`src/rtl/mem_arbiter.sv`:
```
// mem_arbiter: shares one single-ported memory between the fetch (I) and memory-stage (D) requesters.
// Optional starvation guard for the I-side is enabled by defining MEM_ARB_STARVE_GUARD_EN.
module mem_arbiter #(
  parameter int unsigned MEM_LAT    = 2,
  parameter int unsigned STARVE_MAX = 4
) (
  input  logic        clk,
  input  logic        rst,
  input  logic        i_req,
  input  logic [31:0] i_addr,
  output logic [31:0] i_rdata,
  output logic        i_ready,
  input  logic        d_req,
  input  logic        d_we,
  input  logic [31:0] d_addr,
  input  logic [31:0] d_wdata,
  input  logic [3:0]  d_be,
  output logic [31:0] d_rdata,
  output logic        d_ready,
  output logic        stall_f,
  output logic        stall_m,
  output logic        mem_en,
  output logic        mem_we,
  output logic [31:0] mem_addr,
  output logic [31:0] mem_wdata,
  output logic [3:0]  mem_be,
  input  logic [31:0] mem_rdata
);

  if (MEM_LAT < 1 || MEM_LAT > 15 || STARVE_MAX < 1 || STARVE_MAX > 15) begin : g_param_check
    $error("mem_arbiter: MEM_LAT and STARVE_MAX must be in 1..15");
  end

  typedef enum logic [1:0] {IDLE, I_BUSY, D_BUSY} state_t;

  localparam logic [3:0] LAT = 4'(MEM_LAT);

  state_t     state, state_nxt;
  logic [3:0] cnt;
  logic       decide, grant_i, grant_d;

`ifdef MEM_ARB_STARVE_GUARD_EN
  localparam logic [3:0] SMAX = 4'(STARVE_MAX);
  logic [3:0] sc;
`endif

  // The ready cycle is IDLE but never a decision cycle, which spaces issues MEM_LAT+3 apart.
  assign decide  = (state == IDLE) && !i_ready && !d_ready;
  assign stall_f = i_req & ~i_ready;
  assign stall_m = d_req & ~d_ready;

  always_comb begin
    grant_i = 1'b0;
    grant_d = 1'b0;
    if (decide) begin
`ifdef MEM_ARB_STARVE_GUARD_EN
      if (i_req && (!d_req || sc == SMAX)) grant_i = 1'b1;
      else if (d_req)                      grant_d = 1'b1;
`else
      if (d_req)      grant_d = 1'b1;
      else if (i_req) grant_i = 1'b1;
`endif
    end
  end

  always_comb begin
    state_nxt = state;
    case (state)
      IDLE: begin
        if (grant_d)      state_nxt = D_BUSY;
        else if (grant_i) state_nxt = I_BUSY;
      end
      I_BUSY, D_BUSY: begin
        if (cnt == '0) state_nxt = IDLE;
      end
      default: state_nxt = IDLE;
    endcase
  end

  always_ff @(posedge clk) begin
    if (rst) state <= IDLE;
    else     state <= state_nxt;
  end

  always_ff @(posedge clk) begin
    if (rst) begin
      cnt       <= '0;
      i_ready   <= 1'b0;
      d_ready   <= 1'b0;
      i_rdata   <= '0;
      d_rdata   <= '0;
      mem_en    <= 1'b0;
      mem_we    <= 1'b0;
      mem_addr  <= '0;
      mem_wdata <= '0;
      mem_be    <= '0;
    end else begin
      mem_en  <= grant_i | grant_d;
      i_ready <= 1'b0;
      d_ready <= 1'b0;
      if (grant_d) begin
        mem_we    <= d_we;
        mem_addr  <= d_addr;
        mem_wdata <= d_wdata;
        mem_be    <= d_be;
        cnt       <= LAT;
      end else if (grant_i) begin
        mem_we    <= 1'b0;
        mem_addr  <= i_addr;
        mem_wdata <= '0;
        mem_be    <= '1;
        cnt       <= LAT;
      end else if (state != IDLE) begin
        if (cnt == '0) begin
          if (state == I_BUSY) begin
            i_rdata <= mem_rdata;
            i_ready <= 1'b1;
          end else begin
            d_ready <= 1'b1;
            if (!mem_we) d_rdata <= mem_rdata;
          end
        end else begin
          cnt <= cnt - 4'd1;
        end
      end
    end
  end

`ifdef MEM_ARB_STARVE_GUARD_EN
  // sc counts D grants that overtook a waiting fetch.
  always_ff @(posedge clk) begin
    if (rst) begin
      sc <= '0;
    end else if (grant_i) begin
      sc <= '0;
    end else if (grant_d) begin
      if (!i_req)         sc <= '0;
      else if (sc != SMAX) sc <= sc + 4'd1;
    end
  end
`endif

endmodule
```
`config.mk`:
```
export PLATFORM = sky130hd
export DESIGN_NAME = mem_arbiter
export DESIGN_NICKNAME = d
export VERILOG_FILES = /design/src/rtl/mem_arbiter.sv
export SDC_FILE = /design/constraint.sdc
export NUM_CORES = 1
export LEC_CHECK = 0
export ABC_AREA = 1
export BUFFER_PORTS_ARGS = -buffer_cell sky130_fd_sc_hd__clkbuf_2
export CELL_PAD_IN_SITES_DETAIL_PLACEMENT = 1
export CELL_PAD_IN_SITES_GLOBAL_PLACEMENT = 2
export CORE_ASPECT_RATIO = 0.5
export CORE_MARGIN = 8
export CORE_UTILIZATION = 24
export CTS_CLUSTER_DIAMETER = 150
export DETAILED_ROUTE_END_ITERATION = 6
export PLACE_DENSITY = 0.84
export SLEW_MARGIN = 10
export SYNTH_ARGS = -nofsm -noshare
export SYNTH_HDL_FRONTEND = slang
export SYNTH_SLANG_ARGS = --single-unit
```
`constraint.sdc`:
```
create_clock -name clk -period 1.94 [get_ports clk]
set_input_delay 0.291 -clock clk [delete_from_list [all_inputs] [get_ports clk]]
set_output_delay 0.291 -clock clk [all_outputs]
set_load 0.01 [all_outputs]
```
======== Word level (Yosys, flattened, before mapping) ========
Cells that the tools add are included.
Widths: inputs -> output; s select.
cells by class
  add/sub/neg operators ................... 1
  div/mod/pow operators ................... 0
  multiply operators ...................... 0
  mux-type cells .......................... 23
  reductions and logical operators ........ 17
  shifts and indexed selects .............. 0
  magnitude comparators ................... 0
  bitwise operators ....................... 11
  equal/unequal tests ..................... 5
operators with widths
  kind                 number
  $mux 32              4
  $mux 2               7
  $mux 1               9
  $mux 4               2
  $not 1->1            8
  $ne 3x3->1 const B   2
  $reduce_and 2->1     3
  $reduce_and 6->1     1
  $reduce_and 5->1     1
  $reduce_or 5->1      1
  $logic_not 4->1      1
  $pmux 2 s2           1
  $reduce_bool 2->1    2
  $sub 4x1->4 const B  1
  $reduce_bool 3->1    1
  $reduce_or 3->1      1
  $and 1x1->1          2
  $eq 2x1->1 const B   1
  $eq 2x2->1 const B   1
  $logic_and 1x1->1    2
  $logic_not 1->1      2
  $logic_not 2->1      1
  $ne 2x2->1 const B   1
  $reduce_or 2->1      1
  $or 1x1->1           1
storage, ports and cells
  bits in writable memories ............... 0
  word-level logic and storage cells ...... 69
  output and inout port bits .............. 138
  memories ................................ 0
  register bits after elaboration ......... 142
  input port bits ......................... 137
  memory bits (read-only) ................. 0
  latch bits .............................. 0

======== Logic depth before layout (Yosys ltp) ========
Gate-level depths: netlist of run 1.
  depth after elaboration ................. 7
  depth in mapped cells ................... 11
  depth with buffers taken out ............ 10

======== Worst setup path after synthesis of run 1 ========
OpenSTA, ideal clock, no wires.
  path kind ............................... reg-to-reg
  start point ............................. reg state[1]
  end point ............................... reg mem_be[0]
  path buffers ............................ 2
  required time ........................... 1.812 ns
  slack ................................... 0.467 ns
  arrival time ............................ 1.345 ns
  cell stages (with the launch flop) ...... 10
  cell sequence ........................... dfxtp_1 inv_1 ha_1 inv_2 nor2_2 nand2_1 buf_4 buf_6 o21ai_0 a21oi_1
between the ends
  word-level cells in the longest chain between the ends .. 5
RTL lines
  element                                             RTL line  RTL
  start: declaration                                  38        state_t state, state_nxt;
  start signal: assignment                            82        else state <= state_nxt;
  $logic_not 2->1 *                                   48        assign decide = (state == IDLE) && !i_ready && !d_ready;
  $logic_and 1x1->1 * (2 in series)                   48
  $mux 1                                              55        if (decide) begin
  $mux 4 / $reduce_bool 2->1 (equally long branches)  -
  end signal: assignment                              96        mem_be <= '0;
  end signal: assignment                              105       mem_be <= d_be;
  end signal: assignment                              111       mem_be <= '1;
  end: declaration                                    26        output logic [3:0] mem_be,
Every way passes the cells marked *; elsewhere a longest branch is shown, timed or not.
A chain may end at the register's enable or synchronous reset.

======== Final worst setup path of run 1 ========
  start point ............................. reg state[0]
  end point ............................... reg mem_wdata[10]
between the ends
  word-level cells in the longest chain between the ends .. 5
RTL lines
  element                                              RTL line  RTL
  $logic_not 2->1 *                                    48
  $logic_and 1x1->1 * (2 in series)                    48
  $mux 1                                               55
  $mux 32 / $reduce_bool 2->1 (equally long branches)  -
  end signal: assignment                               104       mem_wdata <= d_wdata;
  end: declaration                                     25        output logic [31:0] mem_wdata,
Marked as above.

==> results of run 1 <==
==> sequential cells by signal, summed over array words and instances (netlist names) <==
register,count
d_rdata,32
i_ready,1
mem_addr,32
mem_we,1
mem_wdata,32
i_rdata,32
cnt,4
mem_en,1
d_ready,1
mem_be,4
state,2
==> metrics by stage <==
step,hold WS [ns],total power (W)
after CTS,0.0186,0.0126
after detailed placement,0.443,0.00925
after floorplan,0.402,0.00713
after global routing,0.0341,0.0133
after global placement,0.434,0.00908
final,0.0523,0.0124
==> synthesized netlist by cell type <==
cell type,count
nand2_1,347
dfxtp_1,142
nor2_1,138
nand3_1,66
inv_1,47
nand3b_1,33
buf_2,22
clkbuf_1,16
a21oi_1,11
buf_4,7
o21ai_0,4
buf_1,3
buf_6,3
ha_1,3
inv_2,3
nor2_2,3
nand3_2,1
nand4_1,1
nor2_4,1
nor3_1,1
==> worst min-delay path by stage <==
stage | startpoint | endpoint | slack [ns] | cells after the start
6_report | d_wdata[22] | mem_wdata[22]$_SDFFE_PP0P_ | 0.05 | 3
3_5_place_dp | mem_be[1]$_SDFFE_PP0P_ | mem_be[1]$_SDFFE_PP0P_ | 0.44 | 2
2_1_floorplan | d_wdata[25] | mem_wdata[25]$_SDFFE_PP0P_ | 0.40 | 2
4_1_cts | d_wdata[23] | mem_wdata[23]$_SDFFE_PP0P_ | 0.02 | 3
3_3_place_gp | mem_be[1]$_SDFFE_PP0P_ | mem_be[1]$_SDFFE_PP0P_ | 0.43 | 2
5_1_grt | d_wdata[23] | mem_wdata[23]$_SDFFE_PP0P_ | 0.03 | 3
==> per-layer routing <==
metal	GRT usage [%]	part of all wire, %	up-vias
met5	0	0	-
met2	27.6	54	114
met3	3.26	3.3	38
li1	-	-	3126
met4	7.23	3.5	0
met1	15.8	40	2926
==> repair_timing <==
action	in CTS	in global routing
endpoints found under the setup margin	0	24
gates resized for setup	0	3
endpoints found under the hold margin	0	0
hold buffers	0	0
==> kinds of logic after synthesis <==
kind of cell	count (synthesis)
and+or+nand+nor	591
DFF	142
buffers and inverters	101
AOI/OAI and AO/OA	15
adders and majority gates	3
==> power by group through the flow <==
stage | Combinational (W) | Sequential [W] | Clock [W]
5_1_grt | 0.00538 | 0.00440 | 0.00357
3_3_place_gp | 0.00478 | 0.00430 | 0
3_5_place_dp | 0.00491 | 0.00435 | 0
2_1_floorplan | 0.00246 | 0.00467 | 0
6_report | 0.00482 | 0.00427 | 0.00332
4_1_cts | 0.00492 | 0.00429 | 0.00343
==> final cells by class <==
cell class / instances / share of cell area [%]
flip-flops and latches: 142 / 34.5
well taps: 315 / 4.79
clock buffers: 17 / 5.17
clock inverters: 15 / 1.99
repair buffers: 292 / 19.9
diodes: 1 / 0.0304
inverters: 50 / 2.34
multi-input cells: 609 / 31.3
==> worst min-delay path, stage by stage <==
cell,delay (ns)
clkbuf_2,0.07
nand2_1,0.04
nand2_1,0.05
==> qor.csv, run 1 <==
metric,value,unit
status,completed,
path_buf_inv,3,
synth.area.top_cells,"dfxtp_1 49%, nand2_1 22%, nor2_1 8.8%",
ys_ff_latch,142,
setup_tns,0,ns
final_antenna_net_count,0,
fin_worst_skew,0.00781,ns
grt_pass1_vias,6395,
p_clk_share,26.8,%
crit_cells,8,
cts-htree-levels,4,
post-dp-hpwl,17100,um
path_cells,inv_1 -> ha_1 -> inv_2 -> nor2_2 -> nand3_2 -> buf_4 -> nand3_1 -> nand2_1,
cts_setup_buffers,0,
muxShareOfSynthArea,0,%
p_comb_share,38.8,%
area_growth,40.5,%
max_stage_delay,0.42,ns
synth-xor-area-share,0,%
track_usage,14.8,%
cts_root_buffer,clkbuf_16,
r2r-end,mem_wdata[10]$_SDFFE_PP0P_,
routedWlPerCell,15.6,um
io_pins,275,
fp.coreArea,0.0240,mm^2
synth_top_family_by_area,simple AND/OR/NAND/NOR gates,
grt_max_degree,42,
multiInputGateArea,0.00257,mm^2
r2r_cells,8,
place_inst,1408,
drcViolationCount,0,
layout-drive-gt1-share,29.9,%
layout_commonest_cell,nand2_1,
die_width,237,um
io_buffer_count,274,
start_util,24.4,%
synth_adder_area_share,0.640,%
hold_class,primary input to register,
worstSetupEndpointType,register,
fillers,3023,
syn_nets,992,
powerDensity,1510,mW/mm^2
cp_slowest_cell,buf_4,
utilization,34.3,%
fin_area,0.00823,mm^2
maxSlewHeadroom,68.2,%
rsz0062_at_grt,false,
synth_compound_area_share,1.28,%
hold_violations,0,
worst_slack,0.203,ns
synth_warnings,0,
timing.rr.start,state[0]$_SDFFE_PP0P_,
routabilityCongestion,0.764,
internal-power,0.00745,W
finalCriticalPeriod,1.74,ns
cp-startpoint,state[0]$_SDFFE_PP0P_,
postSynthAreaPerCell,6.88,um^2
drv_slew,0,
finalCritPeriodShare,89.6,%
antenna_found_initial,1,
final_cells,1441,
seqCellArea,0.00284,mm^2
first_pass_iters,4,
synth_top_cell_area_share,48.5,%
crit_fanout,41,
syn_inst,852,
insertion_delay,0.43,ns
row_count,40,
yosys.area.top_type,dfxtp_1,
nets,1252,
vias_per_cell,4.31,
die_h,126,um
layout_common_cells,"346 x nand2_1, 274 x clkbuf_2, 142 x dfxtp_1",
synth_simple_gate_area_share,41.8,%
setup_violations,0,
die_area,0.0300,mm^2
preCtsSetupSlack,0.153,ns
clk_pin_slew_worst_paths,0.06,ns
p_leak,4.50,nW
cts_tree,done,
reg2reg_slack,0.20,ns
path_delay_family,buffers and inverters,
cts_buffers,17,
worstPathArrival,2.11,ns
clk_path_buf_depth,2,
critPathKind,register to register,
clock_sinks,142,
cap_violations,0,
tightest_slew,0.478,ns
endpoint,mem_wdata[10]$_SDFFE_PP0P_,
synth_area,0.00586,mm^2
via_count,6204,
swShare,40.0,%
yosys.cell_types.count,20,
critPathRequiredTime,2.31,ns
vdd_ir_drop_max,665,uV
startpoint_type,register,
placed_area,0.00763,mm^2
wirelength,22500,um
switchingPower,0.00497,W
grt-ovfl-total,0,
drtIter0Drc,285,
ys_seq_area_share,48.5,%
seqPwrFrac,34.4,%
grt_first_pass_wirelength,35600,um
max_freq,0.576,GHz
No activity file was read; power rests on OpenSTA's default activity.
==> run 2: changes to the inputs <==
--- a/config.mk
+++ b/config.mk
@@ -15,6 +15,7 @@
 export CTS_CLUSTER_DIAMETER = 150
 export DETAILED_ROUTE_END_ITERATION = 6
 export PLACE_DENSITY = 0.84
+export RECOVER_POWER = 100
 export SLEW_MARGIN = 10
 export SYNTH_ARGS = -nofsm -noshare
 export SYNTH_HDL_FRONTEND = slang
==> qor.csv, run 2 (same netlist as run 1, synthesis figures left out) <==
metric,value,unit,change
p_clk_share,27.4,%,+0.6 points
die_h,126,um,unchanged
start_util,24.4,%,unchanged
via_count,6207,,+0.048%
utilization,33.5,%,-0.81 points
crit_fanout,32,,-22%
swShare,40.7,%,+0.71 points
powerDensity,1510,mW/mm^2,+0.13%
drtIter0Drc,326,,+14%
vias_per_cell,4.31,,about the same
cp_slowest_cell,dfxtp_1,,
io_buffer_count,274,,unchanged
row_count,40,,unchanged
layout_common_cells,"346 x nand2_1, 142 x dfxtp_1, 138 x clkbuf_1",,
track_usage,14.8,%,unchanged
antenna_found_initial,1,,unchanged
fillers,3063,,+1.3%
layout_commonest_cell,nand2_1,,
setup_tns,0,ns,unchanged
path_common_cell,nor2_1,,
io_pins,275,,unchanged
startpoint_type,register,,
die_width,237,um,unchanged
whs_path_depth,3,,unchanged
grt_first_pass_wirelength,35600,um,unchanged
max_stage_delay,0.31,ns,-0.11 ns
grt_pass1_vias,6395,,unchanged
vdd_ir_drop_max,662,uV,-0.44%
area_growth,37.1,%,
fin_worst_skew,0.00656,ns,-0.00126 ns
reg2reg_slack,0.19,ns,about the same
worstPathArrival,2.08,ns,-0.03 ns
fp.coreArea,0.0240,mm^2,unchanged
cts_root_buffer,clkbuf_16,,
post-dp-hpwl,17100,um,unchanged
cts_buffers,17,,unchanged
max_freq,0.573,GHz,-0.47%
min-delay-start,d_wdata[23],,
grt-ovfl-total,0,,unchanged
drv_slew,0,,unchanged
grt_max_degree,42,,unchanged
critPathRequiredTime,2.27,ns,-0.04 ns
wirelength,22600,um,+0.35%
cts-htree-levels,4,,unchanged
finalCritPeriodShare,90.0,%,+0.43 points
maxSlewHeadroom,68.4,%,+0.22 points
path_cells,inv_1 -> ha_1 -> nand3_1 -> nor2_1 -> buf_12 -> nand3b_1 -> nand2_1 -> nor2_1,,
worstSetupEndpointType,register,,
insertion_delay,0.43,ns,about the same
final_antenna_net_count,0,,unchanged
timing.rr.start,cnt[0]$_SDFFE_PP0P_,,
drcViolationCount,0,,unchanged
first_pass_iters,4,,unchanged
tightest_slew,0.474,ns,-0.00334 ns
hold_class,primary input to register,,
cap_violations,0,,unchanged
holdPathEnd,mem_wdata[23]$_SDFFE_PP0P_,,
finalCriticalPeriod,1.75,ns,+0.00826 ns
setup_violations,0,,unchanged
clk_path_buf_depth,2,,unchanged
layout-drive-gt1-share,17.4,%,-12 points
p_leak,4.03,nW,-10%
seqPwrFrac,35.2,%,+0.8 points
nets,1252,,unchanged
clk_pin_slew_worst_paths,0.06,ns,about the same
routabilityCongestion,0.764,,unchanged
p_comb_share,37.5,%,-1.3 points
r2r_cells,8,,unchanged
critPathKind,register to register,,
routedWlPerCell,15.7,um,+0.35%
switchingPower,0.00494,W,-0.52%
die_area,0.0300,mm^2,unchanged
rsz0062_at_grt,false,,
clock_sinks,142,,unchanged
cts_tree,done,,
r2r-end,d_rdata[20]$_SDFFE_PP0P_,,
cp-startpoint,cnt[0]$_SDFFE_PP0P_,,
status,completed,,
internal-power,0.00720,W,-3.4%
hold_violations,0,,unchanged
[run 2: power groups by stage]
stage	clock network [W]	registers, W	logic, W
4_1_cts	0.00343	0.00429	0.00492
2_1_floorplan	0	0.00467	0.00246
3_3_place_gp	0	0.00430	0.00478
5_1_grt	0.00357	0.00439	0.00510
3_5_place_dp	0	0.00435	0.00491
6_report	0.00332	0.00427	0.00455
[run 2: final cells by class]
cell class,instances,area (um^2),share of cell area (%)
sequential,142,2840,35.4
multi-input combinational,609,2570,31.9
timing repair buffer,292,1450,18.0
clock buffer,17,425,5.29
tap,315,394,4.90
inverter,50,193,2.40
clock inverter,15,164,2.04
antenna,1,2.50,0.0311
[run 2: worst max-delay path, delay by kind of cell, from the launching register on]
| kind | cells | cell delay [ns] |
|---|---|---|
| flip-flops | 1 | 0.31 |
| buffers and inverters | 2 | 0.37 |
| AND/OR/NAND/NOR | 5 | 0.72 |
| adder cells (fa/ha/maj) | 1 | 0.23 |
[run 2: timing repair]
action	CTS	global route
buffers inserted	0	0
gates resized for setup	0	3
hold buffers	0	0
endpoints found under the setup margin	0	24
[run 2: routing by layer]
layer	vias up	track usage [%]	part of all wire (%)
met5	-	0	0
met4	0	7.23	3.3
met3	37	3.26	3.3
met2	117	27.6	54
met1	2927	15.8	40
li1	3126	-	-
[run 2: how the worst max path moves through the flow]
stage                                      to  slack (ns)  cells past startpoint
floorplan              mem_be[0]$_SDFFE_PP0P_        0.47                      9
global placement     mem_addr[4]$_SDFFE_PP0P_        0.27                     11
detailed placement  mem_addr[29]$_SDFFE_PP0P_        0.15                     11
CTS                 mem_addr[19]$_SDFFE_PP0P_        0.13                     11
global route         d_rdata[26]$_SDFFE_PP0P_        0.05                      8
finish               d_rdata[20]$_SDFFE_PP0P_        0.19                      8
[run 2: metrics by stage]
stage	cells	cell area, um^2	total power [W]	setup WS, ns	hold WS (ns)
3_5_place_dp	1408	7630	0.00925	0.153	0.443
3_3_place_gp	1408	7630	0.00908	0.270	0.434
4_1_cts	1440	8220	0.0126	0.133	0.0186
2_1_floorplan	852	5860	0.00713	0.467	0.402
6_report	1441	8040	0.0121	0.194	0.0512
5_1_grt	1441	8040	0.0131	0.0500	0.0341
==> run 3: changes to the inputs <==
--- a/config.mk
+++ b/config.mk
@@ -12,6 +12,7 @@
 export CORE_ASPECT_RATIO = 0.5
 export CORE_MARGIN = 8
 export CORE_UTILIZATION = 24
+export CTS_BUF_LIST = sky130_fd_sc_hd__clkbuf_4 sky130_fd_sc_hd__clkbuf_8
 export CTS_CLUSTER_DIAMETER = 150
 export DETAILED_ROUTE_END_ITERATION = 6
 export PLACE_DENSITY = 0.84
==> qor.csv, run 3 (same netlist as run 1, synthesis figures left out) <==
metric,value,unit,change
status,completed,,
utilization,34.1,%,+0.55 points
path_delay_family,simple AND/OR/NAND/NOR gates,,
path_common_cell,nor2_1,,
whs_path_depth,3,,unchanged
reg2reg_slack,0.20,ns,about the same
grt_pass1_vias,6639,,+3.8%
track_usage,15.3,%,+0.49 points
fillers,3080,,+0.56%
setup_tns,0,ns,unchanged
vdd_ir_drop_max,403,uV,-39%
preCtsSetupSlack,0.153,ns,unchanged
final_antenna_net_count,0,,unchanged
routedWlPerCell,15.9,um,+1.5%
drtIter0Drc,282,,-13%
layout_common_cells,"346 x nand2_1, 142 x dfxtp_1, 138 x clkbuf_1",,
multiInputGateArea,0.00257,mm^2,unchanged
io_buffer_count,274,,unchanged
fp.coreArea,0.0240,mm^2,unchanged
place_inst,1408,,unchanged
cts_buffers,17,,unchanged
antenna_found_initial,2,,+1
finalCritPeriodShare,89.6,%,-0.34 points
cp_slowest_cell,dfxtp_1,,
worstSetupEndpointType,register,,
drcViolationCount,0,,unchanged
clk_path_buf_depth,2,,unchanged
drv_slew,0,,unchanged
max_stage_delay,0.32,ns,about the same
worstPathArrival,2.10,ns,+0.02 ns
layout_commonest_cell,nand2_1,,
holdPathEnd,i_rdata[6]$_SDFFE_PP0P_,,
routabilityCongestion,0.764,,unchanged
powerDensity,1390,mW/mm^2,-7.9%
finalCriticalPeriod,1.74,ns,-0.00660 ns
clock_sinks,142,,unchanged
fin_worst_skew,0.00871,ns,+0.00216 ns
crit_fanout,32,,unchanged
r2r_cells,8,,unchanged
path_cells,inv_1 -> ha_1 -> nand3_1 -> nor2_1 -> buf_12 -> nand3b_1 -> nand2_1 -> nor2_1,,
cts_root_buffer,clkbuf_8,,
seqCellArea,0.00284,mm^2,unchanged
vias_per_cell,4.31,,about the same
setup_violations,0,,unchanged
area_growth,39.4,%,
die_h,126,um,unchanged
cts_tree,done,,
cts-htree-levels,4,,unchanged
first_pass_iters,4,,unchanged
tightest_slew,0.471,ns,-0.00337 ns
grt-ovfl-total,0,,unchanged
maxSlewHeadroom,68.6,%,+0.22 points
cap_violations,0,,unchanged
layout-drive-gt1-share,16.9,%,-0.48 points
nets,1284,,+2.6%
rsz0062_at_grt,false,,
grt_first_pass_wirelength,36900,um,+3.7%
row_count,40,,unchanged
startpoint_type,register,,
clk_pin_slew_worst_paths,0.09,ns,+0.03 ns
r2r-end,d_rdata[24]$_SDFFE_PP0P_,,
max_freq,0.575,GHz,+0.38%
io_pins,275,,unchanged
p_leak,4.07,nW,+1.2%
insertion_delay,0.46,ns,+0.03 ns
die_area,0.0300,mm^2,unchanged
worst_slack,0.201,ns,+0.00660 ns
via_count,6355,,+2.4%
hold_violations,0,,unchanged
finalPower,0.0114,W,-6.4%
min-delay-start,mem_rdata[6],,
cts_setup_buffers,0,,unchanged
hold_class,primary input to register,,
wirelength,23500,um,+3.8%
critPathRequiredTime,2.30,ns,+0.03 ns
post-dp-hpwl,17100,um,unchanged
final_cells,1474,,+2.3%
grt_max_degree,42,,unchanged
timing.rr.start,cnt[0]$_SDFFE_PP0P_,,
critPathKind,register to register,,
start_util,24.4,%,unchanged
path_buf_inv,2,,unchanged
die_width,237,um,unchanged
==> run 3: changes by cell type in the layout (fill, tap and decap cells not counted) <==
cell,previous run,this run
clkbuf_4,0,1
diode_2,1,2
dlygate4sd3_1,0,32
clkbuf_16,17,0
buf_4,7,6
clkbuf_8,0,17
==> run 3: what timing repair did <==
action                     in CTS  in global routing
setup endpoints to repair       0                 25
hold endpoints to repair       32                  0
resized for setup               0                  3
hold buffers                   32                  0
==> run 3: where the power goes <==
group	switching (W)	internal (W)	total [W]
registers	0.000474	0.00380	0.00427
logic	0.00309	0.00153	0.00461
clock network	0.00132	0.00116	0.00248
total	0.00488	0.00648	0.0114
==> run 3: area by class of cell <==
cell class / count / share of cell area, %
Multi-Input combinational cell: 609 / 31.4
Antenna cell: 2 / 0.0613
Clock buffer: 17 / 2.86
Inverter: 50 / 2.36
Sequential cell: 142 / 34.8
Timing Repair Buffer: 324 / 21.6
Tap cell: 315 / 4.83
Clock inverter: 15 / 2.01
==> run 3: through the flow <==
step / instance area, um^2 / hold WS [ns]
detailed placement: 7630 / 0.443
CTS: 8350 / 0.000929
global placement: 7630 / 0.434
global route: 8170 / 0.0235
finish: 8170 / 0.0613
floorplan: 5860 / 0.402
==> run 3: metal layers <==
| layer | up-vias | global-route usage [%] | part of all wire, % |
|---|---|---|---|
| met5 | - | 0 | 0 |
| met4 | 0 | 6.37 | 2.9 |
| met3 | 32 | 3.63 | 3.2 |
| met2 | 113 | 29.2 | 54 |
| met1 | 3024 | 16.1 | 40 |
| li1 | 3186 | - | - |
==> run 3: worst max-delay path by stage <==
stage | start | end | slack (ns) | cells past startpoint
2_1_floorplan | state[1]$_SDFFE_PP0P_ | mem_be[0]$_SDFFE_PP0P_ | 0.47 | 9
3_3_place_gp | state[1]$_SDFFE_PP0P_ | mem_addr[4]$_SDFFE_PP0P_ | 0.27 | 11
3_5_place_dp | state[1]$_SDFFE_PP0P_ | mem_addr[29]$_SDFFE_PP0P_ | 0.15 | 11
4_1_cts | state[1]$_SDFFE_PP0P_ | mem_addr[19]$_SDFFE_PP0P_ | 0.12 | 11
5_1_grt | cnt[0]$_SDFFE_PP0P_ | i_rdata[2]$_SDFFE_PP0P_ | 0.03 | 9
6_report | cnt[0]$_SDFFE_PP0P_ | d_rdata[24]$_SDFFE_PP0P_ | 0.20 | 8
==> run 3: worst reg2reg max path, stage by stage, from the launching register on <==
cell	delay (ns)
dfxtp_1	0.32
inv_1	0.13
ha_1	0.23
nand3_1	0.21
nor2_1	0.28
buf_12	0.24
nand3b_1	0.12
nand2_1	0.08
nor2_1	0.04
